--- src/rtl/branch_pkg.sv ---
// Shared definitions for the decode-stage branch resolution controller:
// comparator mode codes, forwarding select codes, FSM states and the
// operand-usage helpers.
package branch_pkg;

  localparam logic [2:0] CMP_NONE = 3'b000;
  localparam logic [2:0] CMP_EQ   = 3'b001;
  localparam logic [2:0] CMP_NE   = 3'b010;
  localparam logic [2:0] CMP_GTZ  = 3'b011;
  localparam logic [2:0] CMP_GEZ  = 3'b100;
  localparam logic [2:0] CMP_LTZ  = 3'b101;
  localparam logic [2:0] CMP_LEZ  = 3'b110;
  localparam logic [2:0] CMP_GE   = 3'b111;

  localparam logic [1:0] FWD_RF = 2'd0;
  localparam logic [1:0] FWD_E  = 2'd1;
  localparam logic [1:0] FWD_M  = 2'd2;

  typedef enum logic {
    IDLE  = 1'b0,
    STALL = 1'b1
  } state_t;

  // rs feeds every real compare mode
  function automatic logic rs_used(input logic [2:0] mode);
    return mode != CMP_NONE;
  endfunction

  // rt only matters for the two-operand compares
  function automatic logic rt_used(input logic [2:0] mode);
    return (mode == CMP_EQ) || (mode == CMP_NE) || (mode == CMP_GE);
  endfunction

endpackage

--- src/rtl/branch_resolve_ctrl_if.sv ---
// D-stage branch interface between the pipeline (master) and the branch
// resolution controller (slave). With BRANCH_STATS_EN defined the
// statistics counters are carried here as extra controller outputs.
interface branch_resolve_ctrl_if;

  logic       br_valid_d;
  logic [2:0] cmp_mode_d;
  logic [4:0] rs_d;
  logic [4:0] rt_d;
  logic [4:0] wa_e;
  logic [1:0] tnew_e;
  logic [4:0] wa_m;
  logic [1:0] tnew_m;
  logic       cmp_branch;

  logic       stall;
  logic [2:0] cmp_mode;
  logic [1:0] fwd_rs_sel;
  logic [1:0] fwd_rt_sel;
  logic       pc_sel_branch;
  logic       in_delay_slot;
  logic       err_ds_branch;
  logic       err_timeout;
`ifdef BRANCH_STATS_EN
  logic [31:0] br_total;
  logic [31:0] br_taken;
  logic [31:0] br_stall_cycles;
`endif

  modport master (
    output br_valid_d, cmp_mode_d, rs_d, rt_d, wa_e, tnew_e, wa_m, tnew_m,
           cmp_branch,
    input  stall, cmp_mode, fwd_rs_sel, fwd_rt_sel, pc_sel_branch,
           in_delay_slot, err_ds_branch, err_timeout
`ifdef BRANCH_STATS_EN
    , input br_total, br_taken, br_stall_cycles
`endif
  );

  modport slave (
    input  br_valid_d, cmp_mode_d, rs_d, rt_d, wa_e, tnew_e, wa_m, tnew_m,
           cmp_branch,
    output stall, cmp_mode, fwd_rs_sel, fwd_rt_sel, pc_sel_branch,
           in_delay_slot, err_ds_branch, err_timeout
`ifdef BRANCH_STATS_EN
    , output br_total, br_taken, br_stall_cycles
`endif
  );

endinterface

--- src/rtl/operand_hazard_chk.sv ---
// Per-operand RAW check against the in-flight E and M destinations.
// E is the younger producer, so it shadows M when both write r.
module operand_hazard_chk
  import branch_pkg::*;
(
  input  logic [4:0] r,
  input  logic       used,
  input  logic [4:0] wa_e,
  input  logic [1:0] tnew_e,
  input  logic [4:0] wa_m,
  input  logic [1:0] tnew_m,
  output logic       hazard,
  output logic [1:0] fwd_sel
);

  // Hazard when the producer is not yet forwardable, else pick its stage
  always_comb begin
    hazard  = 1'b0;
    fwd_sel = FWD_RF;
    if (used && (r != 5'd0)) begin
      if (wa_e == r) begin
        if (tnew_e != 2'd0) hazard = 1'b1;
        else                fwd_sel = FWD_E;
      end else if (wa_m == r) begin
        if (tnew_m != 2'd0) hazard = 1'b1;
        else                fwd_sel = FWD_M;
      end
    end
  end

endmodule

--- src/rtl/branch_resolve_ctrl.sv ---
// Decode-stage branch resolution controller: stalls D on comparator
// operand hazards, drives comparator mode / forwarding selects, issues
// the NPC branch select and tracks the delay slot.
// Optional: define BRANCH_STATS_EN for branch/stall statistics counters.
module branch_resolve_ctrl
  import branch_pkg::*;
#(
  parameter int STALL_CNT_W = 4,
  parameter int MAX_STALL   = 3
) (
  input  logic                 clk,
  input  logic                 reset,
  branch_resolve_ctrl_if.slave bus
);

  localparam logic [STALL_CNT_W-1:0] MAX_STALL_C = STALL_CNT_W'(MAX_STALL);
  localparam logic [STALL_CNT_W-1:0] CNT_ONE     = STALL_CNT_W'(1);

  state_t                 state_reg, state_next;
  logic [STALL_CNT_W-1:0] stall_cnt_reg, stall_cnt_next;
  logic                   ds_pending_reg, ds_pending_next;
  logic                   err_ds_reg, err_ds_next;
  logic                   err_to_reg, err_to_next;
  logic                   stall, resolve, ds_branch, any_haz;

  // index 0 = rs, index 1 = rt
  logic [4:0] op_r    [2];
  logic       op_used [2];
  logic       op_haz  [2];
  logic [1:0] op_sel  [2];

  assign op_r[0]    = bus.rs_d;
  assign op_r[1]    = bus.rt_d;
  assign op_used[0] = rs_used(bus.cmp_mode_d);
  assign op_used[1] = rt_used(bus.cmp_mode_d);

  generate
    for (genvar gi = 0; gi < 2; gi++) begin : g_op
      operand_hazard_chk u_chk (
        .r      (op_r[gi]),
        .used   (op_used[gi]),
        .wa_e   (bus.wa_e),
        .tnew_e (bus.tnew_e),
        .wa_m   (bus.wa_m),
        .tnew_m (bus.tnew_m),
        .hazard (op_haz[gi]),
        .fwd_sel(op_sel[gi])
      );
    end
  endgenerate

  assign any_haz = op_haz[0] | op_haz[1];

  // Next-state and resolve decision; a delay-slot branch is flagged, never resolved
  always_comb begin
    state_next = state_reg;
    stall      = 1'b0;
    resolve    = 1'b0;
    ds_branch  = 1'b0;
    case (state_reg)
      IDLE: begin
        if (bus.br_valid_d) begin
          if (ds_pending_reg) begin
            ds_branch = 1'b1;
          end else if (any_haz) begin
            stall      = 1'b1;
            state_next = STALL;
          end else begin
            resolve = 1'b1;
          end
        end
      end
      STALL: begin
        if (!bus.br_valid_d) begin
          state_next = IDLE;
        end else if (any_haz) begin
          stall = 1'b1;
        end else begin
          resolve    = 1'b1;
          state_next = IDLE;
        end
      end
      default: state_next = IDLE;
    endcase
  end

  // Counter, delay-slot and sticky-error next values
  always_comb begin
    stall_cnt_next = '0;
    if (stall) begin
      stall_cnt_next = (stall_cnt_reg == '1) ? stall_cnt_reg : stall_cnt_reg + CNT_ONE;
    end
    ds_pending_next = resolve ? 1'b1 : (stall ? ds_pending_reg : 1'b0);
    err_ds_next     = err_ds_reg | ds_branch;
    err_to_next     = err_to_reg | (stall && (stall_cnt_next >= MAX_STALL_C));
  end

  // State and bookkeeping registers
  always_ff @(posedge clk) begin
    if (reset) begin
      state_reg      <= IDLE;
      stall_cnt_reg  <= '0;
      ds_pending_reg <= 1'b0;
      err_ds_reg     <= 1'b0;
      err_to_reg     <= 1'b0;
    end else begin
      state_reg      <= state_next;
      stall_cnt_reg  <= stall_cnt_next;
      ds_pending_reg <= ds_pending_next;
      err_ds_reg     <= err_ds_next;
      err_to_reg     <= err_to_next;
    end
  end

  assign bus.stall         = stall;
  assign bus.cmp_mode      = resolve ? bus.cmp_mode_d : CMP_NONE;
  assign bus.pc_sel_branch = resolve & bus.cmp_branch;
  assign bus.fwd_rs_sel    = op_sel[0];
  assign bus.fwd_rt_sel    = op_sel[1];
  assign bus.in_delay_slot = ds_pending_reg;
  assign bus.err_ds_branch = err_ds_reg;
  assign bus.err_timeout   = err_to_reg;

`ifdef BRANCH_STATS_EN
  logic [31:0] br_total_reg, br_taken_reg, br_stall_cycles_reg;

  // Wrapping statistics counters
  always_ff @(posedge clk) begin
    if (reset) begin
      br_total_reg        <= '0;
      br_taken_reg        <= '0;
      br_stall_cycles_reg <= '0;
    end else begin
      if (resolve)                  br_total_reg        <= br_total_reg + 32'd1;
      if (resolve && bus.cmp_branch) br_taken_reg       <= br_taken_reg + 32'd1;
      if (stall)                    br_stall_cycles_reg <= br_stall_cycles_reg + 32'd1;
    end
  end

  assign bus.br_total        = br_total_reg;
  assign bus.br_taken        = br_taken_reg;
  assign bus.br_stall_cycles = br_stall_cycles_reg;
`endif

endmodule
--- src/flat_wrapper.sv ---
// flat-port wrapper written by rule: the top's interface ports become plain ports
module branch_resolve_ctrl_flat import branch_pkg::*;
#(
  parameter int STALL_CNT_W = 4,
  parameter int MAX_STALL   = 3
)
  (clk, reset, bus_br_valid_d, bus_cmp_mode_d, bus_rs_d, bus_rt_d, bus_wa_e, bus_tnew_e, bus_wa_m, bus_tnew_m, bus_cmp_branch, bus_stall, bus_cmp_mode, bus_fwd_rs_sel, bus_fwd_rt_sel, bus_pc_sel_branch, bus_in_delay_slot, bus_err_ds_branch, bus_err_timeout);
  branch_resolve_ctrl_if bus_i ();
  input  logic clk;
  input  logic reset;
  input wire logic [$bits(bus_i.br_valid_d)-1:0] bus_br_valid_d;
  input wire logic [$bits(bus_i.cmp_mode_d)-1:0] bus_cmp_mode_d;
  input wire logic [$bits(bus_i.rs_d)-1:0] bus_rs_d;
  input wire logic [$bits(bus_i.rt_d)-1:0] bus_rt_d;
  input wire logic [$bits(bus_i.wa_e)-1:0] bus_wa_e;
  input wire logic [$bits(bus_i.tnew_e)-1:0] bus_tnew_e;
  input wire logic [$bits(bus_i.wa_m)-1:0] bus_wa_m;
  input wire logic [$bits(bus_i.tnew_m)-1:0] bus_tnew_m;
  input wire logic [$bits(bus_i.cmp_branch)-1:0] bus_cmp_branch;
  output wire logic [$bits(bus_i.stall)-1:0] bus_stall;
  output wire logic [$bits(bus_i.cmp_mode)-1:0] bus_cmp_mode;
  output wire logic [$bits(bus_i.fwd_rs_sel)-1:0] bus_fwd_rs_sel;
  output wire logic [$bits(bus_i.fwd_rt_sel)-1:0] bus_fwd_rt_sel;
  output wire logic [$bits(bus_i.pc_sel_branch)-1:0] bus_pc_sel_branch;
  output wire logic [$bits(bus_i.in_delay_slot)-1:0] bus_in_delay_slot;
  output wire logic [$bits(bus_i.err_ds_branch)-1:0] bus_err_ds_branch;
  output wire logic [$bits(bus_i.err_timeout)-1:0] bus_err_timeout;
  assign bus_i.br_valid_d = bus_br_valid_d;
  assign bus_i.cmp_mode_d = bus_cmp_mode_d;
  assign bus_i.rs_d = bus_rs_d;
  assign bus_i.rt_d = bus_rt_d;
  assign bus_i.wa_e = bus_wa_e;
  assign bus_i.tnew_e = bus_tnew_e;
  assign bus_i.wa_m = bus_wa_m;
  assign bus_i.tnew_m = bus_tnew_m;
  assign bus_i.cmp_branch = bus_cmp_branch;
  assign bus_stall = bus_i.stall;
  assign bus_cmp_mode = bus_i.cmp_mode;
  assign bus_fwd_rs_sel = bus_i.fwd_rs_sel;
  assign bus_fwd_rt_sel = bus_i.fwd_rt_sel;
  assign bus_pc_sel_branch = bus_i.pc_sel_branch;
  assign bus_in_delay_slot = bus_i.in_delay_slot;
  assign bus_err_ds_branch = bus_i.err_ds_branch;
  assign bus_err_timeout = bus_i.err_timeout;
  branch_resolve_ctrl #(.STALL_CNT_W(STALL_CNT_W), .MAX_STALL(MAX_STALL)) u_core (.clk(clk), .reset(reset), .bus(bus_i));
endmodule
--- config.mk ---
export PLATFORM = sky130hd
export DESIGN_NAME = branch_resolve_ctrl_flat
export DESIGN_NICKNAME = d
export VERILOG_FILES = /design/src/rtl/branch_pkg.sv /design/src/rtl/branch_resolve_ctrl_if.sv /design/src/rtl/operand_hazard_chk.sv /design/src/rtl/branch_resolve_ctrl.sv /design/src/flat_wrapper.sv
export SDC_FILE = /design/constraint.sdc
export NUM_CORES = 1
export LEC_CHECK = 0
export ABC_AREA = 1
export BUFFER_PORTS_ARGS = -buffer_cell sky130_fd_sc_hd__clkbuf_2
export CAP_MARGIN = 40
export CELL_PAD_IN_SITES_DETAIL_PLACEMENT = 1
export CELL_PAD_IN_SITES_GLOBAL_PLACEMENT = 1
export CORE_ASPECT_RATIO = 0.7
export CORE_MARGIN = 8
export CORE_UTILIZATION = 31
export CTS_CLUSTER_SIZE = 24
export DETAILED_ROUTE_END_ITERATION = 10
export GPL_TIMING_DRIVEN = 0
export PLACE_DENSITY = 0.93
export SYNTH_ARGS = -nofsm -noshare
export SYNTH_HDL_FRONTEND = slang
export SYNTH_SLANG_ARGS = --single-unit
export TNS_END_PERCENT = 10
--- constraint.sdc ---
create_clock -name clk -period 4.1 [get_ports clk]
set_input_delay 0.41 -clock clk [delete_from_list [all_inputs] [get_ports clk]]
set_output_delay 0.41 -clock clk [all_outputs]
set_load 0.02 [all_outputs]
# ---- Yosys cells after proc, flatten, opt, wreduce, memory -nomap -nowiden
# Index checks and enable logic that the tools add are counted.
dict set report word_totals {
  ff_bits 8
}
dict set report op_classes {
  add_sub_neg 1
  order_cmp 1
  n_eq_ne 9
  n_mux 34
  bitwise_logic 5
  reduce_logical 10
}
# op n
set ops {}
lappend ops {{$mux 1} 22}
lappend ops {{$eq 5x5->1} 4}
lappend ops {{$mux 2} 7}
lappend ops {{$reduce_bool 5->1} 2}
lappend ops {{$mux 4} 2}
lappend ops {{$add 4x1->4 const B} 1}
lappend ops {{$eq 4x4->1 const B} 1}
lappend ops {{$ge 4x2->1 const B} 1}
lappend ops {{$pmux 1 s2} 2}
lappend ops {{$reduce_bool 2->1} 2}
lappend ops {{$eq 3x1->1 const B} 1}
lappend ops {{$eq 3x2->1 const B} 1}
lappend ops {{$eq 3x3->1 const B} 1}
lappend ops {{$logic_and 1x1->1} 3}
lappend ops {{$mux 3} 1}
lappend ops {{$or 1x1->1} 3}
lappend ops {{$reduce_bool 3->1} 1}
lappend ops {{$logic_or 1x1->1} 2}
lappend ops {{$ne 2x2->1 const B} 1}
lappend ops {{$and 1x1->1} 1}
lappend ops {{$not 1->1} 1}

# ---- Logic depth before layout (Yosys ltp)
dict set report depth {
  depth_word 14
  mapped_depth 13
}

# ---- Cells and area by module
# A second synthesis with hierarchy kept.
dict set report unflattened {
  cells_unflattened 183
  area_unflattened_um2 970.9
}
# mod n_inst cells_each area_per_inst_um2 seq_area_each_um2
set by_module_without_submodules {}
lappend by_module_without_submodules {branch_resolve_ctrl 1 73 493.0 160.2}
lappend by_module_without_submodules {operand_hazard_chk 2 55 239.0 0.0}

# ---- Worst setup path after synthesis
# OpenSTA, ideal clock, no wires.
dict set report synth_timing {
  kind {in2out}
  start {input bus_rt_d[1]}
  end {output bus_cmp_mode[0]}
  t_arrival_ns 1.394
  required_ns 3.690
  slack_ns 2.296
  path_stages 12
  n_path_buf 0
  path_cell_list {inv_1 > nand2_1 > nand2_1 > nor2_1 > nand3_2 > nor2_1 > nor2_1 > nand2_2 > nand2_4 > inv_4 > nand3_4 > nor2_2}
}
dict set report synth_between {
  elab_chain_cells 10
  word_cells_on_any_way 14
}
# element line_no
set synth_rtl {}
lappend synth_rtl {{start: declaration} flat_wrapper.sv:14} ;# input wire logic [$bits(bus_i.rt_d)-1:0] bus_rt_d;
lappend synth_rtl {{$eq 5x5->1} operand_hazard_chk.sv:24} ;# end else if (wa_m == r) begin
lappend synth_rtl {{$mux 1} operand_hazard_chk.sv:24}
lappend synth_rtl {{$mux 1} operand_hazard_chk.sv:21} ;# if (wa_e == r) begin
lappend synth_rtl {{$mux 1 *} operand_hazard_chk.sv:20} ;# if (used && (r != 5'd0)) begin
lappend synth_rtl {{$or 1x1->1 *} branch_resolve_ctrl.sv:52} ;# assign any_haz = op_haz[0] | op_haz[1];
lappend synth_rtl {{$mux 1 *} {branch_resolve_ctrl.sv:65, branch_resolve_ctrl.sv:76}}
lappend synth_rtl {{$mux 1} branch_resolve_ctrl.sv:63} ;# if (ds_pending_reg) begin
lappend synth_rtl {{$mux 1} branch_resolve_ctrl.sv:62} ;# if (bus.br_valid_d) begin
lappend synth_rtl {{$pmux 1 s2 *} branch_resolve_ctrl.sv:60} ;# case (state_reg)
lappend synth_rtl {{$mux 3 *} branch_resolve_ctrl.sv:116} ;# assign bus.cmp_mode = resolve ? bus.cmp_mode_d : CMP_NONE;
lappend synth_rtl {{end: declaration} flat_wrapper.sv:21} ;# output wire logic [$bits(bus_i.cmp_mode)-1:0] bus_cmp_mode;
# Every way passes the cells marked *; elsewhere a longest branch is shown, timed or not.

# ---- Worst setup path in the final report
dict set report layout_timing {
  start {input bus_rt_d[1]}
  end {output bus_cmp_mode[2]}
}
# The elaborated chain is that of the path after synthesis.

==> load_flow_metrics.sql <==
INSERT INTO impl_metrics (metric_group, metric, value, unit) VALUES
('cts', 'clock_latency', '0.23', 'ns'),
('critical_path', 'endpoint_kind', 'output pin', ''),
('cells_and_area', 'layoutNonFillerInstCount', '240', ''),
('cells_and_area', 'commonest_non_fill_non_tap_cells_in_the_layout', 'sky130_fd_sc_hd__nand2_1, sky130_fd_sc_hd__clkbuf_2, sky130_fd_sc_hd__inv_1', ''),
('status', 'outcome', 'finished clean', ''),
('die', 'fp.dieH', '61.0', 'um'),
('critical_path', 'timing.critical_path.slowest_cell_delay', '0.17', 'ns'),
('drt', 'post_drt_wl_per_cell', '12.1', 'um'),
('power_and_ir_drop', 'worst_ir_drop_vdd', '0.137', 'mV'),
('cells_and_area', 'register_area', '160', 'um2'),
('logic_synthesis', 'ys_seq_elements', '8', ''),
('critical_path', 'timing_worst_setup_path_type', 'in -> out', ''),
('logic_synthesis', 'synth.yosys.seq_area_share', '17.9', '%'),
('grt', 'grtUsageMet1', '14.8', '%'),
('drt', 'route.antenna.remaining_nets', '0', ''),
('sta', 'unrepaired_setup_endpoints_after_global_routing', 'no', ''),
('critical_path', 'timing.critical_path.fanout_max', '5', ''),
('cts', 'cts_setup_buffers', '0', ''),
('cells_and_area', 'layout.core_utilization', '42.9', '%'),
('cts', 'h_tree_lvl_count', '1', ''),
('grt', 'grt.busiest_layer', 'met2', ''),
('power_and_ir_drop', 'cellLeakagePower', '0.711', 'nW'),
('logic_synthesis', 'syn_area_per_cell', '5.64', 'um2'),
('sta', 'fin_worst_skew', '0.000474', 'ns'),
('logic_synthesis', 'synth_nets', '191', ''),
('sta', 'worst_slew_pin_slew', '0.415', 'ns'),
('drt', 'postRouteWirelength', '2900', 'um'),
('power_and_ir_drop', 'power_density', '225', 'nW/um2'),
('die', 'chipWidth', '80.3', 'um'),
('die', 'coreArea', '2780', 'um2'),
('cts', 'cts-root-to-sink-buffers', '2', ''),
('sta', 'slew_headroom', '72.1', '%'),
('grt', 'grt_pass1_vias', '1159', ''),
('cts', 'inserted_clock_buffers', '3', ''),
('cells_and_area', 'final_net_count', '238', ''),
('grt', 'grt_antenna_before_repair', '0', ''),
('flow_run', 'cap_viol_max_count', '0', ''),
('logic_synthesis', 'synth.distinct_cells', '26', ''),
('sta', 'hold_viol_final', '0', ''),
('grt', 'wire_length_of_the_first_global_routing_pass', '4930', 'um'),
('placed_design', 'dp.final_hpwl', '2580', 'um'),
('drt', 'via_to_cell_ratio', '4.52', ''),
('cells_and_area', 'number_of_flip_flops_in_the_largest_register', '4', ''),
('critical_path', 'standard_cell_with_the_maximum_stage_delay_on_the_critical_path', 'sky130_fd_sc_hd__clkbuf_2', ''),
('cts', 'register_clock_pin_slew_on_the_reported_worst_setup_and_hold_paths', '0.04', 'ns'),
('cts', 'postCtsResizedCells', '0', ''),
('sta', 'final.hold.worst_slack', '0.394', 'ns'),
('cts', 'post_cts_hold_buffer_count', '0', ''),
('logic_synthesis', 'netlist_area', '897', 'um2'),
('drt', 'remaining_drc_errors', '0', ''),
('die', 'row_count', '16', ''),
('logic_synthesis', 'synth-edff-count', '0', ''),
('cts', 'cts_root_buf', 'sky130_fd_sc_hd__clkbuf_8', ''),
('cells_and_area', 'num-fill-cells', '417', ''),
('critical_path', 'cp_num_buf_inv', '4', ''),
('sta', 'layout_worst_path_cycle_share', '52.4', '%'),
('cells_and_area', 'diodes', '0', ''),
('grt', 'grtUsageMet3', '3.94', '%'),
('grt', 'global_route.overflow_total', '0', ''),
('critical_path', 'cpLargestDelayFamily', 'simple AND/OR/NAND/NOR gates', ''),
('logic_synthesis', 'post_synthesis_cell_count', '159', ''),
('cts', 'tritoncts_num_sinks', '8', ''),
('grt', 'global_route.usage.met2', '22.3', '%'),
('drt', 'iter_0_drt_violations', '47', ''),
('cells_and_area', 'share_of_final_layout_standard_cells_stronger_than_drive_strength_1', '33.8', '%'),
('power_and_ir_drop', 'total_power', '268', 'uW'),
('cells_and_area', 'most_common_library_cell_in_the_layout_ignoring_fill_and_taps', 'sky130_fd_sc_hd__nand2_1', ''),
('logic_synthesis', 'synth_warn', '0', ''),
('sta', 'finalWorstPathRequiredPeriod', '2.15', 'ns'),
('placed_design', 'io_buffer_count', '42', ''),
('hold_path', 'min-delay-path-class', 'in -> reg', '');
==> routing by layer <==
metal  routed length (um)  up-vias
met3                  146        4
met2                 1340       23
met5                    0        -
met4                   42        0
met1                 1370      478
li1                     -      579
==> kinds of logic after synthesis <==
group                      Yosys count  synth area share, %
buffers and inverters               32                 13.7
and+or+nand+nor                    102                 54.4
DFF                                  8                 17.9
adders and majority gates            1                 1.39
xor gates and xnor gates             7                 6.83
AOI/OAI and AO/OA                    9                 5.86
==> Yosys cell counts, types with 2 or more instances <==
cell type | count | share of area (%)
sky130_fd_sc_hd__or2_2 | 3 | 2.1
sky130_fd_sc_hd__a21oi_1 | 2 | 1.1
sky130_fd_sc_hd__inv_2 | 4 | 1.7
sky130_fd_sc_hd__nand2_2 | 3 | 2.1
sky130_fd_sc_hd__nor3_1 | 3 | 1.7
sky130_fd_sc_hd__nor2_2 | 7 | 4.9
sky130_fd_sc_hd__nor2_1 | 19 | 7.9
sky130_fd_sc_hd__nand2_1 | 50 | 21
sky130_fd_sc_hd__nand3_2 | 2 | 2.2
sky130_fd_sc_hd__dfxtp_1 | 8 | 18
sky130_fd_sc_hd__xnor2_1 | 5 | 4.9
sky130_fd_sc_hd__nand4_1 | 6 | 4.2
sky130_fd_sc_hd__o21ai_0 | 4 | 2.2
sky130_fd_sc_hd__inv_1 | 27 | 11
sky130_fd_sc_hd__xor2_1 | 2 | 2.0
sky130_fd_sc_hd__nand3_1 | 4 | 2.2
==> worst reg2reg max path, stage by stage (launching register included) <==
cell	delay, ns
sky130_fd_sc_hd__dfxtp_1	0.37
sky130_fd_sc_hd__ha_1	0.17
sky130_fd_sc_hd__nand2_1	0.07
sky130_fd_sc_hd__nor2_1	0.28
sky130_fd_sc_hd__inv_1	0.07
sky130_fd_sc_hd__o21ai_0	0.21
sky130_fd_sc_hd__inv_1	0.08
sky130_fd_sc_hd__nand4_1	0.10
sky130_fd_sc_hd__nand4_1	0.07
==> metrics by stage <==
stage / setup WS (ns) / cell area, um2
after floorplan: 2.30 / 897
after global placement: 1.97 / 1150
after detailed placement: 1.94 / 1150
after CTS: 1.94 / 1190
after global routing: 1.79 / 1190
final: 1.95 / 1190
==> path summary, 6_finish.rpt <==
path | slack [ns] | end | from | cells after the start
worst max-delay path | 1.95 | bus_cmp_mode[2] | bus_rt_d[1] | 14
worst min-delay path | 0.39 | u_core.stall_cnt_reg[0] | reset | 2
worst max register to register | 2.56 | u_core.bus.err_timeout | u_core.stall_cnt_reg[0] | 8
worst min register to register | 0.49 | u_core.bus.err_timeout | u_core.bus.err_timeout | 2
==> area by class of cell <==
type | instances | share of cell area (%)
sequential | 8 | 13.4
inverter | 32 | 10.3
clock buffer | 3 | 3.46
tap | 36 | 3.77
timing repair buffer | 42 | 17.6
multi-input combinational | 119 | 51.5
==> where the power goes <==
part           internal (mW)  switching [mW]
Clock                 0.0637          0.0326
Sequential            0.0800         0.00145
Combinational         0.0344          0.0564
(Power assumes the default switching activity.)
